File: src/rtl/wb_stage_pkg.sv
// Shared constants for the write-back stage: mem_op bit positions,
// exception codes and the default trace reset PC.
package wb_stage_pkg;

    localparam int OP_LB  = 0;
    localparam int OP_LH  = 1;
    localparam int OP_LW  = 2;
    localparam int OP_LBU = 3;
    localparam int OP_LHU = 4;
    localparam int OP_SB  = 5;
    localparam int OP_SH  = 6;
    localparam int OP_SW  = 7;

    localparam logic [5:0] ECODE_INT  = 6'h00;
    localparam logic [5:0] ECODE_ADE  = 6'h08;
    localparam logic [5:0] ECODE_ALE  = 6'h09;
    localparam logic [5:0] ECODE_SYS  = 6'h0b;
    localparam logic [5:0] ECODE_BRK  = 6'h0c;
    localparam logic [5:0] ECODE_INE  = 6'h0d;

    localparam logic [31:0] RESET_PC_DEF = 32'h1c000000;

endpackage

File: src/rtl/wb_stage_if.sv
// MEM->WB bundle: valid/ready handshake plus the registered memory
// stage fields. master = memory stage, slave = write-back stage.
interface wb_stage_if;

    logic        in_valid;
    logic        in_ready;
    logic [31:0] pc;
    logic [7:0]  mem_op;
    logic [31:0] alu_result;
    logic [31:0] csr_result;
    logic [31:0] mul_result;
    logic [31:0] div_result;
    logic        res_from_mem;
    logic        res_from_csr;
    logic        res_from_mul;
    logic        res_from_div;
    logic        gr_we;
    logic [4:0]  dest;
    logic        has_exception;
    logic [5:0]  ecode;
    logic [8:0]  esubcode;
    logic [31:0] exception_maddr;
    logic        ertn;
    logic        rdcntid;

    modport master (
        output in_valid, pc, mem_op,
        output alu_result, csr_result,
        output mul_result, div_result,
        output res_from_mem, res_from_csr,
        output res_from_mul, res_from_div,
        output gr_we, dest,
        output has_exception, ecode, esubcode,
        output exception_maddr, ertn, rdcntid,
        input  in_ready
    );

    modport slave (
        input  in_valid, pc, mem_op,
        input  alu_result, csr_result,
        input  mul_result, div_result,
        input  res_from_mem, res_from_csr,
        input  res_from_mul, res_from_div,
        input  gr_we, dest,
        input  has_exception, ecode, esubcode,
        input  exception_maddr, ertn, rdcntid,
        output in_ready
    );

endinterface

File: src/rtl/wb_load_align.sv
// Load data extract/extend. Ports: rdata (SRAM word), offset (addr[1:0]),
// mem_op (load one-hot LB/LH/LW/LBU/LHU) -> ld_data (0 if no load bit).
module wb_load_align
    import wb_stage_pkg::*;
(
    input  logic [31:0] rdata,
    input  logic [1:0]  offset,
    input  logic [4:0]  mem_op,
    output logic [31:0] ld_data
);

    logic [31:0] byte_v;
    logic [31:0] half_v;

    assign byte_v = rdata >> {offset, 3'b000};
    // Halfwords are aligned: offset[0] is ignored.
    assign half_v = rdata >> {offset[1], 4'b0000};

    always_comb begin
        ld_data = '0;
        unique case (1'b1)
            mem_op[OP_LB]:  ld_data = {{24{byte_v[7]}}, byte_v[7:0]};
            mem_op[OP_LH]:  ld_data = {{16{half_v[15]}}, half_v[15:0]};
            mem_op[OP_LW]:  ld_data = rdata;
            mem_op[OP_LBU]: ld_data = {24'b0, byte_v[7:0]};
            mem_op[OP_LHU]: ld_data = {16'b0, half_v[15:0]};
            default:        ld_data = '0;
        endcase
    end

endmodule

File: src/rtl/wb_stage.sv
// Write-back stage: load align, result select, GPR write, exception/ERTN
// commit, registered debug trace. Ports: clk, rst (sync, active-high),
// mem_wb (wb_stage_if.slave), data_sram_rdata, csr_tid, rf_*, ex_flush,
// ertn_flush, csr_ex_*, debug_wb_*. Optional WB_PERF_CNT_EN adds
// retire_cnt (64b) and excp_cnt (32b).
module wb_stage
    import wb_stage_pkg::*;
#(
    parameter logic [31:0] RESET_PC = RESET_PC_DEF
) (
    input  logic        clk,
    input  logic        rst,
    wb_stage_if.slave   mem_wb,
    input  logic [31:0] data_sram_rdata,
    input  logic [31:0] csr_tid,
    output logic        rf_we,
    output logic [4:0]  rf_waddr,
    output logic [31:0] rf_wdata,
    output logic        ex_flush,
    output logic        ertn_flush,
    output logic [31:0] csr_ex_pc,
    output logic [31:0] csr_ex_vaddr,
    output logic [5:0]  csr_ex_ecode,
    output logic [8:0]  csr_ex_esubcode,
    output logic [31:0] debug_wb_pc,
    output logic [3:0]  debug_wb_rf_we,
    output logic [4:0]  debug_wb_rf_wnum,
    output logic [31:0] debug_wb_rf_wdata
`ifdef WB_PERF_CNT_EN
    ,
    output logic [63:0] retire_cnt,
    output logic [31:0] excp_cnt
`endif
);

    logic [31:0] ld_data;
    logic        unused_store_ops;

    // Store bits carry no WB work.
    assign unused_store_ops = ^mem_wb.mem_op[7:5];

    // No stall source in WB.
    assign mem_wb.in_ready = ~rst;

    wb_load_align u_align (
        .rdata   (data_sram_rdata),
        .offset  (mem_wb.alu_result[1:0]),
        .mem_op  (mem_wb.mem_op[4:0]),
        .ld_data (ld_data)
    );

    always_comb begin
        rf_wdata = mem_wb.alu_result;
        if (mem_wb.rdcntid)
            rf_wdata = csr_tid;
        else if (mem_wb.res_from_mem)
            rf_wdata = ld_data;
        else if (mem_wb.res_from_csr)
            rf_wdata = mem_wb.csr_result;
        else if (mem_wb.res_from_mul)
            rf_wdata = mem_wb.mul_result;
        else if (mem_wb.res_from_div)
            rf_wdata = mem_wb.div_result;
    end

    assign rf_we = mem_wb.in_valid & mem_wb.gr_we
                 & ~mem_wb.has_exception & ~mem_wb.ertn;
    assign rf_waddr = mem_wb.dest;

    // Exception wins over ERTN.
    assign ex_flush   = mem_wb.in_valid & mem_wb.has_exception;
    assign ertn_flush = mem_wb.in_valid & mem_wb.ertn
                      & ~mem_wb.has_exception;

    assign csr_ex_pc       = mem_wb.pc;
    assign csr_ex_vaddr    = mem_wb.exception_maddr;
    assign csr_ex_ecode    = mem_wb.ecode;
    assign csr_ex_esubcode = mem_wb.esubcode;

    always_ff @(posedge clk) begin
        if (rst) begin
            debug_wb_pc       <= RESET_PC;
            debug_wb_rf_we    <= '0;
            debug_wb_rf_wnum  <= '0;
            debug_wb_rf_wdata <= '0;
        end else begin
            debug_wb_rf_we    <= {4{rf_we}};
            debug_wb_rf_wnum  <= rf_waddr;
            debug_wb_rf_wdata <= rf_wdata;
            if (mem_wb.in_valid)
                debug_wb_pc <= mem_wb.pc;
        end
    end

`ifdef WB_PERF_CNT_EN
    always_ff @(posedge clk) begin
        if (rst) begin
            retire_cnt <= '0;
            excp_cnt   <= '0;
        end else begin
            if (mem_wb.in_valid & ~mem_wb.has_exception)
                retire_cnt <= retire_cnt + 64'd1;
            if (ex_flush)
                excp_cnt <= excp_cnt + 32'd1;
        end
    end
`endif

endmodule

File: src/flat_wrapper.sv
// flat-port wrapper written by rule: the top's interface ports become plain ports
module wb_stage_flat import wb_stage_pkg::*;
#(
    parameter logic [31:0] RESET_PC = RESET_PC_DEF
)
  (clk, rst, data_sram_rdata, csr_tid, rf_we, rf_waddr, rf_wdata, ex_flush, ertn_flush, csr_ex_pc, csr_ex_vaddr, csr_ex_ecode, csr_ex_esubcode, debug_wb_pc, debug_wb_rf_we, debug_wb_rf_wnum, debug_wb_rf_wdata, mem_wb_in_valid, mem_wb_pc, mem_wb_mem_op, mem_wb_alu_result, mem_wb_csr_result, mem_wb_mul_result, mem_wb_div_result, mem_wb_res_from_mem, mem_wb_res_from_csr, mem_wb_res_from_mul, mem_wb_res_from_div, mem_wb_gr_we, mem_wb_dest, mem_wb_has_exception, mem_wb_ecode, mem_wb_esubcode, mem_wb_exception_maddr, mem_wb_ertn, mem_wb_rdcntid, mem_wb_in_ready);
  wb_stage_if mem_wb_i ();
  input  logic clk;
  input  logic rst;
  input  logic [31:0] data_sram_rdata;
  input  logic [31:0] csr_tid;
  output logic rf_we;
  output logic [4:0] rf_waddr;
  output logic [31:0] rf_wdata;
  output logic ex_flush;
  output logic ertn_flush;
  output logic [31:0] csr_ex_pc;
  output logic [31:0] csr_ex_vaddr;
  output logic [5:0] csr_ex_ecode;
  output logic [8:0] csr_ex_esubcode;
  output logic [31:0] debug_wb_pc;
  output logic [3:0] debug_wb_rf_we;
  output logic [4:0] debug_wb_rf_wnum;
  output logic [31:0] debug_wb_rf_wdata;
  input wire logic [$bits(mem_wb_i.in_valid)-1:0] mem_wb_in_valid;
  input wire logic [$bits(mem_wb_i.pc)-1:0] mem_wb_pc;
  input wire logic [$bits(mem_wb_i.mem_op)-1:0] mem_wb_mem_op;
  input wire logic [$bits(mem_wb_i.alu_result)-1:0] mem_wb_alu_result;
  input wire logic [$bits(mem_wb_i.csr_result)-1:0] mem_wb_csr_result;
  input wire logic [$bits(mem_wb_i.mul_result)-1:0] mem_wb_mul_result;
  input wire logic [$bits(mem_wb_i.div_result)-1:0] mem_wb_div_result;
  input wire logic [$bits(mem_wb_i.res_from_mem)-1:0] mem_wb_res_from_mem;
  input wire logic [$bits(mem_wb_i.res_from_csr)-1:0] mem_wb_res_from_csr;
  input wire logic [$bits(mem_wb_i.res_from_mul)-1:0] mem_wb_res_from_mul;
  input wire logic [$bits(mem_wb_i.res_from_div)-1:0] mem_wb_res_from_div;
  input wire logic [$bits(mem_wb_i.gr_we)-1:0] mem_wb_gr_we;
  input wire logic [$bits(mem_wb_i.dest)-1:0] mem_wb_dest;
  input wire logic [$bits(mem_wb_i.has_exception)-1:0] mem_wb_has_exception;
  input wire logic [$bits(mem_wb_i.ecode)-1:0] mem_wb_ecode;
  input wire logic [$bits(mem_wb_i.esubcode)-1:0] mem_wb_esubcode;
  input wire logic [$bits(mem_wb_i.exception_maddr)-1:0] mem_wb_exception_maddr;
  input wire logic [$bits(mem_wb_i.ertn)-1:0] mem_wb_ertn;
  input wire logic [$bits(mem_wb_i.rdcntid)-1:0] mem_wb_rdcntid;
  output wire logic [$bits(mem_wb_i.in_ready)-1:0] mem_wb_in_ready;
  assign mem_wb_i.in_valid = mem_wb_in_valid;
  assign mem_wb_i.pc = mem_wb_pc;
  assign mem_wb_i.mem_op = mem_wb_mem_op;
  assign mem_wb_i.alu_result = mem_wb_alu_result;
  assign mem_wb_i.csr_result = mem_wb_csr_result;
  assign mem_wb_i.mul_result = mem_wb_mul_result;
  assign mem_wb_i.div_result = mem_wb_div_result;
  assign mem_wb_i.res_from_mem = mem_wb_res_from_mem;
  assign mem_wb_i.res_from_csr = mem_wb_res_from_csr;
  assign mem_wb_i.res_from_mul = mem_wb_res_from_mul;
  assign mem_wb_i.res_from_div = mem_wb_res_from_div;
  assign mem_wb_i.gr_we = mem_wb_gr_we;
  assign mem_wb_i.dest = mem_wb_dest;
  assign mem_wb_i.has_exception = mem_wb_has_exception;
  assign mem_wb_i.ecode = mem_wb_ecode;
  assign mem_wb_i.esubcode = mem_wb_esubcode;
  assign mem_wb_i.exception_maddr = mem_wb_exception_maddr;
  assign mem_wb_i.ertn = mem_wb_ertn;
  assign mem_wb_i.rdcntid = mem_wb_rdcntid;
  assign mem_wb_in_ready = mem_wb_i.in_ready;
  wb_stage #(.RESET_PC(RESET_PC)) u_core (.clk(clk), .rst(rst), .mem_wb(mem_wb_i), .data_sram_rdata(data_sram_rdata), .csr_tid(csr_tid), .rf_we(rf_we), .rf_waddr(rf_waddr), .rf_wdata(rf_wdata), .ex_flush(ex_flush), .ertn_flush(ertn_flush), .csr_ex_pc(csr_ex_pc), .csr_ex_vaddr(csr_ex_vaddr), .csr_ex_ecode(csr_ex_ecode), .csr_ex_esubcode(csr_ex_esubcode), .debug_wb_pc(debug_wb_pc), .debug_wb_rf_we(debug_wb_rf_we), .debug_wb_rf_wnum(debug_wb_rf_wnum), .debug_wb_rf_wdata(debug_wb_rf_wdata));
endmodule
File: config.mk
export PLATFORM = sky130hd
export DESIGN_NAME = wb_stage_flat
export DESIGN_NICKNAME = d
export VERILOG_FILES = /design/src/rtl/wb_stage_pkg.sv /design/src/rtl/wb_stage_if.sv /design/src/rtl/wb_load_align.sv /design/src/rtl/wb_stage.sv /design/src/flat_wrapper.sv
export SDC_FILE = /design/constraint.sdc
export NUM_CORES = 1
export LEC_CHECK = 0
export CORE_AREA = 2 2 190 192
export CTS_CLUSTER_DIAMETER = 120
export DETAILED_ROUTE_END_ITERATION = 10
export DIE_AREA = 0 0 192 194
export PLACE_DENSITY = 0.46
export SETUP_SLACK_MARGIN = 0.1
export SYNTH_ARGS = -nofsm -noshare
export SYNTH_HDL_FRONTEND = slang
export SYNTH_SLANG_ARGS = --single-unit
File: constraint.sdc
create_clock -name clk -period 3.3 [get_ports clk]
set_input_delay 0.495 -clock clk [delete_from_list [all_inputs] [get_ports clk]]
set_output_delay 0.495 -clock clk [all_outputs]
set_load 0.005 [all_outputs]
After elaboration in Yosys (flattened, before gate mapping)
Index checks and enable logic that the tools add are counted.
- shifts and indexed selects: 2
- muxes and demuxes: 6
- bitwise logic cells: 9
- operators with widths (operator ; number):
    32-bit two-way mux ; 5
    32-bit one-hot mux with 5 select lines ; 1
    32-bit by 5-bit >> shifter with 16-bit output ; 1
    32-bit by 5-bit >> shifter with 8-bit output ; 1
    1-bit AND ; 6
    1-bit inverter ; 3
- register bits: 70
- input bits: 295
- output and inout bits: 193

Depth between registers and ports, before layout
- depth in word-level cells: 5
- depth in mapped cells: 7

Hierarchy
A second synthesis with hierarchy kept.
- cell total of the unflattened synthesis: 680
- area total of the unflattened synthesis: 5795.6 um^2
- modules (own cells, without submodules) (module ; cells an instance ; sequential area each (um^2) ; instances ; area each (um^2)):
    wb_stage ; 604 ; 1401.3 ; 1 ; 5186.2
    wb_load_align ; 76 ; 0.0 ; 1 ; 609.3

Worst setup path before layout
Ideal clock, no wire load.
- kind: input-to-output
- start point: in mem_wb_alu_result[1]
- end point: out rf_wdata[21]
- data required time: 2.805 ns
- stages on the path: 7
- arrival time: 1.897 ns
- setup slack: 0.908 ns
- buffers on the path: 3
- cells stage by stage: buf_6 > mux4_2 > buf_6 > a22o_4 > buf_6 > o22ai_2 > o21ai_0
- word-level cells in the longest chain between the ends: 4
- elaborated cells between the ends (all ways): 5
- those cells by class: shift (2); mux (3)
- RTL lines (element ; line ; RTL):
    start: declaration ; flat_wrapper.sv:28 ; input wire logic [$bits(mem_wb_i.alu_result)-1:0] mem_wb_alu_result;
    32-bit by 5-bit >> shifter with 16-bit output / 32-bit by 5-bit >> shifter with 8-bit output (equally long branches) ; wb_load_align.sv:17, wb_load_align.sv:15 ;
    32-bit one-hot mux with 5 select lines * ; wb_load_align.sv:21 ; unique case (1'b1)
    32-bit two-way mux * ; wb_stage.sv:56 ; else if (mem_wb.res_from_mem)
    32-bit two-way mux * ; wb_stage.sv:54 ; if (mem_wb.rdcntid)
    end: declaration ; flat_wrapper.sv:14 ; output logic [31:0] rf_wdata;
Mark *: on every way between the ends. The rest lies on a longest branch, timed or not.

Final worst setup path
- start point: in data_sram_rdata[15]
- end point: out rf_wdata[25]
- word-level cells in the longest chain between the ends: 4
- elaborated cells between the ends (all ways): 5
- those cells by class: shift (2); mux (3)
- RTL lines (element ; line ; RTL):
    start: declaration ; flat_wrapper.sv:10 ; input logic [31:0] data_sram_rdata;
    32-bit by 5-bit >> shifter with 16-bit output / 32-bit by 5-bit >> shifter with 8-bit output (equally long branches) ; wb_load_align.sv:17, wb_load_align.sv:15 ;
    32-bit one-hot mux with 5 select lines * ; wb_load_align.sv:21 ;
    32-bit two-way mux * ; wb_stage.sv:56 ;
    32-bit two-way mux * ; wb_stage.sv:54 ;
Marks and branches as above.

==> flow_summary.yaml <==
status:
  status: "finished, final reports clean"
layout:
  syn2layout_area_growth_pct: 88.6
  drive_above_1_share_pct: 13.9
  fin_nets: 1224
critical_path:
  critPathMaxStageDelay_ns: 0.53
  path_max_fanout: 16
  rr_worst_depth: 2
  critPathLaunchType: "input port"
  startpoint: "data_sram_rdata[15]"
  crit_path_cell_trace: "clkdlybuf4s50_1 -> mux4_2 -> a22o_4 -> buf_4 -> o22ai_2 -> o21ai_0 -> clkdlybuf4s50_1"
  regToRegEndpoint: "u_core.debug_wb_pc[31]$_SDFFE_PP0P_"
  endpoint: "rf_wdata[25]"
  required_ns: 2.80
  crit_type: "input port to primary output"
  timing.rr.start: "u_core.debug_wb_pc[31]$_SDFFE_PP0P_"
  cp-end-kind: "primary output"
  r2r_setup_slack_ns: 2.68
  crit_top_cell: "clkdlybuf4s50_1"
  cp_slowest_cell: "mux4_2"
  cp_data_arrival_time_ns: 2.70
clock_tree:
  clock-sinks: 70
  ctsHtreeMaxLevel: 3
  cts_buffer_depth: 2
  cts_buffers: 9
  clock-root-buffer: "clkbuf_16"
  clk_pin_slew_ns: 0.07
  cts_tree: "built"
  hold_buffers: 0
  clk_latency_ns: 0.35
detailed_routing:
  post_drt_via_cell_ratio: 4.13
  drc: 0
  ant_nets: 0
  detail_route.iter0.violations: 225
  wl_per_cell_um: 20.7
  routed_wl_um: 29000
  drt_pass1_iterations: 5
  vias: 5769
sta:
  tightest_slew_ns: 0.562
  finalMaxSlewViolations: 0
  post-route-min-period_ns: 3.20
  hold_slack_ns: 0.477
  slew_headroom_pct: 62.5
  timing.fmax_mhz: 313
  setup_viol: 0
  finalClockSkew_ns: 0
  rsz0062_at_grt: "yes"
  finalCritPeriodShare_pct: 96.8
  finalHoldViolCount: 0
  setup_slack_ns: 0.104
place:
  gp_congestion: 0.747
  portBuffers: 390
  pre_cts_slack_ns: -0.180
  hpwl_um: 23300
yosys:
  synth_edf_count: 0
  avgSynthCellArea_sq_um: 8.48
  ys_seq_area_share_pct: 27.4
  synth_nets: 898
  synthFlopType: "dfxtp_1"
  synthTopCellsByArea: "dfxtp_1 (27%), buf_4 (13%), mux2i_1 (11%)"
  ys_ff_latch: 70
  synthArstFlopShare_pct: 0
  synth_top_cell_area_share_pct: 27.4
  netlist_area_sq_um: 5110
  yosys-top-cells-count: "buf_4 (87), dfxtp_1 (70), mux2i_1 (57), nor2_1 (38), clkbuf_1 (35)"
  synth_largest_area_cell: "dfxtp_1"
  synth_most_common_cell: "buf_4"
  synth_cell_types: 39
  synthCells: 603
  yosysWarnings: 0
floorplanning:
  die_height_um: 194
  die_w_um: 192
  ios: 488
  placementRows: 69
  core_sq_um: 35200
  die-area_sq_um: 37200
  start_util_pct: 14.5
job:
  maxCapViolCount: 0
pwr:
  p_per_area_nw_per_um2: 324
  vdd_drop_max_mv: 0.230
  power_mw: 3.12
  p_leak_nw: 3.82
global_routing:
  grt_pass1_wl_um: 39800
  antenna_found_initial: 2
  first_global_vias: 5952
  track_usage_pct: 14.8
  grt_overflow: 0
  grt_max_degree: 67
worst_hold_path:
  worstHoldPathType: "flop to flop"
per-layer routing:
layer | GRT usage [%] | vias to the layer above | wire length, um
met4 | 6.39 | 0 | 955
met3 | 3.28 | 63 | 2030
li1 | - | 2777 | -
met2 | 26.5 | 238 | 14500
met1 | 16.7 | 2691 | 11500
met5 | 0 | - | 0
final cells by class:
type / count / area (sq um)
fill: 3815 / 25600
clock buffer: 10 / 239
antenna: 1 / 2.50
timing repair buffer: 454 / 4510
inverter: 33 / 124
sequential: 70 / 1400
multi-input combinational: 361 / 2740
tap: 461 / 577
clock inverter: 6 / 45.0
flip-flops by register name, indices dropped and copies added (netlist names):
name                      count
u_core.debug_wb_pc           32
u_core.debug_wb_rf_wdata     32
u_core.debug_wb_rf_wnum       5
u_core.debug_wb_rf_we         1
metrics by stage:
stage | instances | area [sq um] | setup TNS, ns | utilization, %
floorplan | 603 | 5110 | 0 | -
global placement | 1369 | 9230 | -1.13 | 26.2
detailed placement | 1369 | 9230 | -1.43 | 26.2
CTS | 1385 | 9510 | 0 | 27.0
global route | 1396 | 9640 | 0 | 27.4
finish | 1396 | 9640 | 0 | 27.4
what timing repair did:
action | 4_1_cts | 5_1_grt
setup endpoints to repair | 28 | 16
pin swaps | 4 | 7
gates cloned | 0 | 1
gates resized for setup | 9 | 12
buffers inserted | 0 | 9
cell families after synthesis:
logic type             after synthesis  synth area share, %
AND/OR/NAND/NOR                    105                 9.45
multiplexers                        74                 15.1
flip-flops                          70                 27.4
buffers and inverters              172                 19.7
AO/OA/AOI/OAI                      182                 28.3
worst max-delay path: cells and delay by family:
family / cells / cell delay [ns]
AO/OA/AOI/OAI: 3 / 0.58
multiplexers: 1 / 0.53
buffers and inverters: 3 / 1.08
worst min path at each step:
stage               cells past startpoint                                  end  slack (ns)                                 from
floorplan                               2  u_core.debug_wb_pc[26]$_SDFFE_PP1P_        0.47  u_core.debug_wb_pc[26]$_SDFFE_PP1P_
global placement                        2  u_core.debug_wb_pc[26]$_SDFFE_PP1P_        0.46  u_core.debug_wb_pc[26]$_SDFFE_PP1P_
detailed placement                      2  u_core.debug_wb_pc[26]$_SDFFE_PP1P_        0.46  u_core.debug_wb_pc[26]$_SDFFE_PP1P_
CTS                                     2  u_core.debug_wb_pc[26]$_SDFFE_PP1P_        0.48  u_core.debug_wb_pc[26]$_SDFFE_PP1P_
global route                            2  u_core.debug_wb_pc[26]$_SDFFE_PP1P_        0.49  u_core.debug_wb_pc[26]$_SDFFE_PP1P_
finish                                  2  u_core.debug_wb_pc[26]$_SDFFE_PP1P_        0.48  u_core.debug_wb_pc[26]$_SDFFE_PP1P_
cells in the final DEF, fill, tap and decap left out, drive strengths merged, types with 3 or more instances in the layout:
cell type / Yosys / routed
a211oi: 7 / 7
a21o: 7 / 7
a21oi: 8 / 8
a222oi: 15 / 15
a2bb2oi: 24 / 24
a32oi: 24 / 24
and2: 18 / 18
buf: 104 / 67
clkbuf: 35 / 11
clkdlybuf4s50: 0 / 373
clkinvlp: 0 / 3
dfxtp: 70 / 70
dlygate4sd2: 0 / 7
dlymetal6s2s: 0 / 6
inv: 33 / 34
mux2: 16 / 16
mux2i: 57 / 57
nand2: 34 / 34
nand2b: 3 / 3
nor2: 38 / 38
nor2b: 7 / 7
o211ai: 7 / 7
o21ai: 26 / 26
o21bai: 8 / 8
o221a: 7 / 7
o22ai: 41 / 41
where the power goes:
group	switching (mW)	internal [mW]
registers	0.0221	0.909
clock network	0.476	0.534
logic	0.458	0.725
Note: power is estimated with default switching activity, not from simulation.
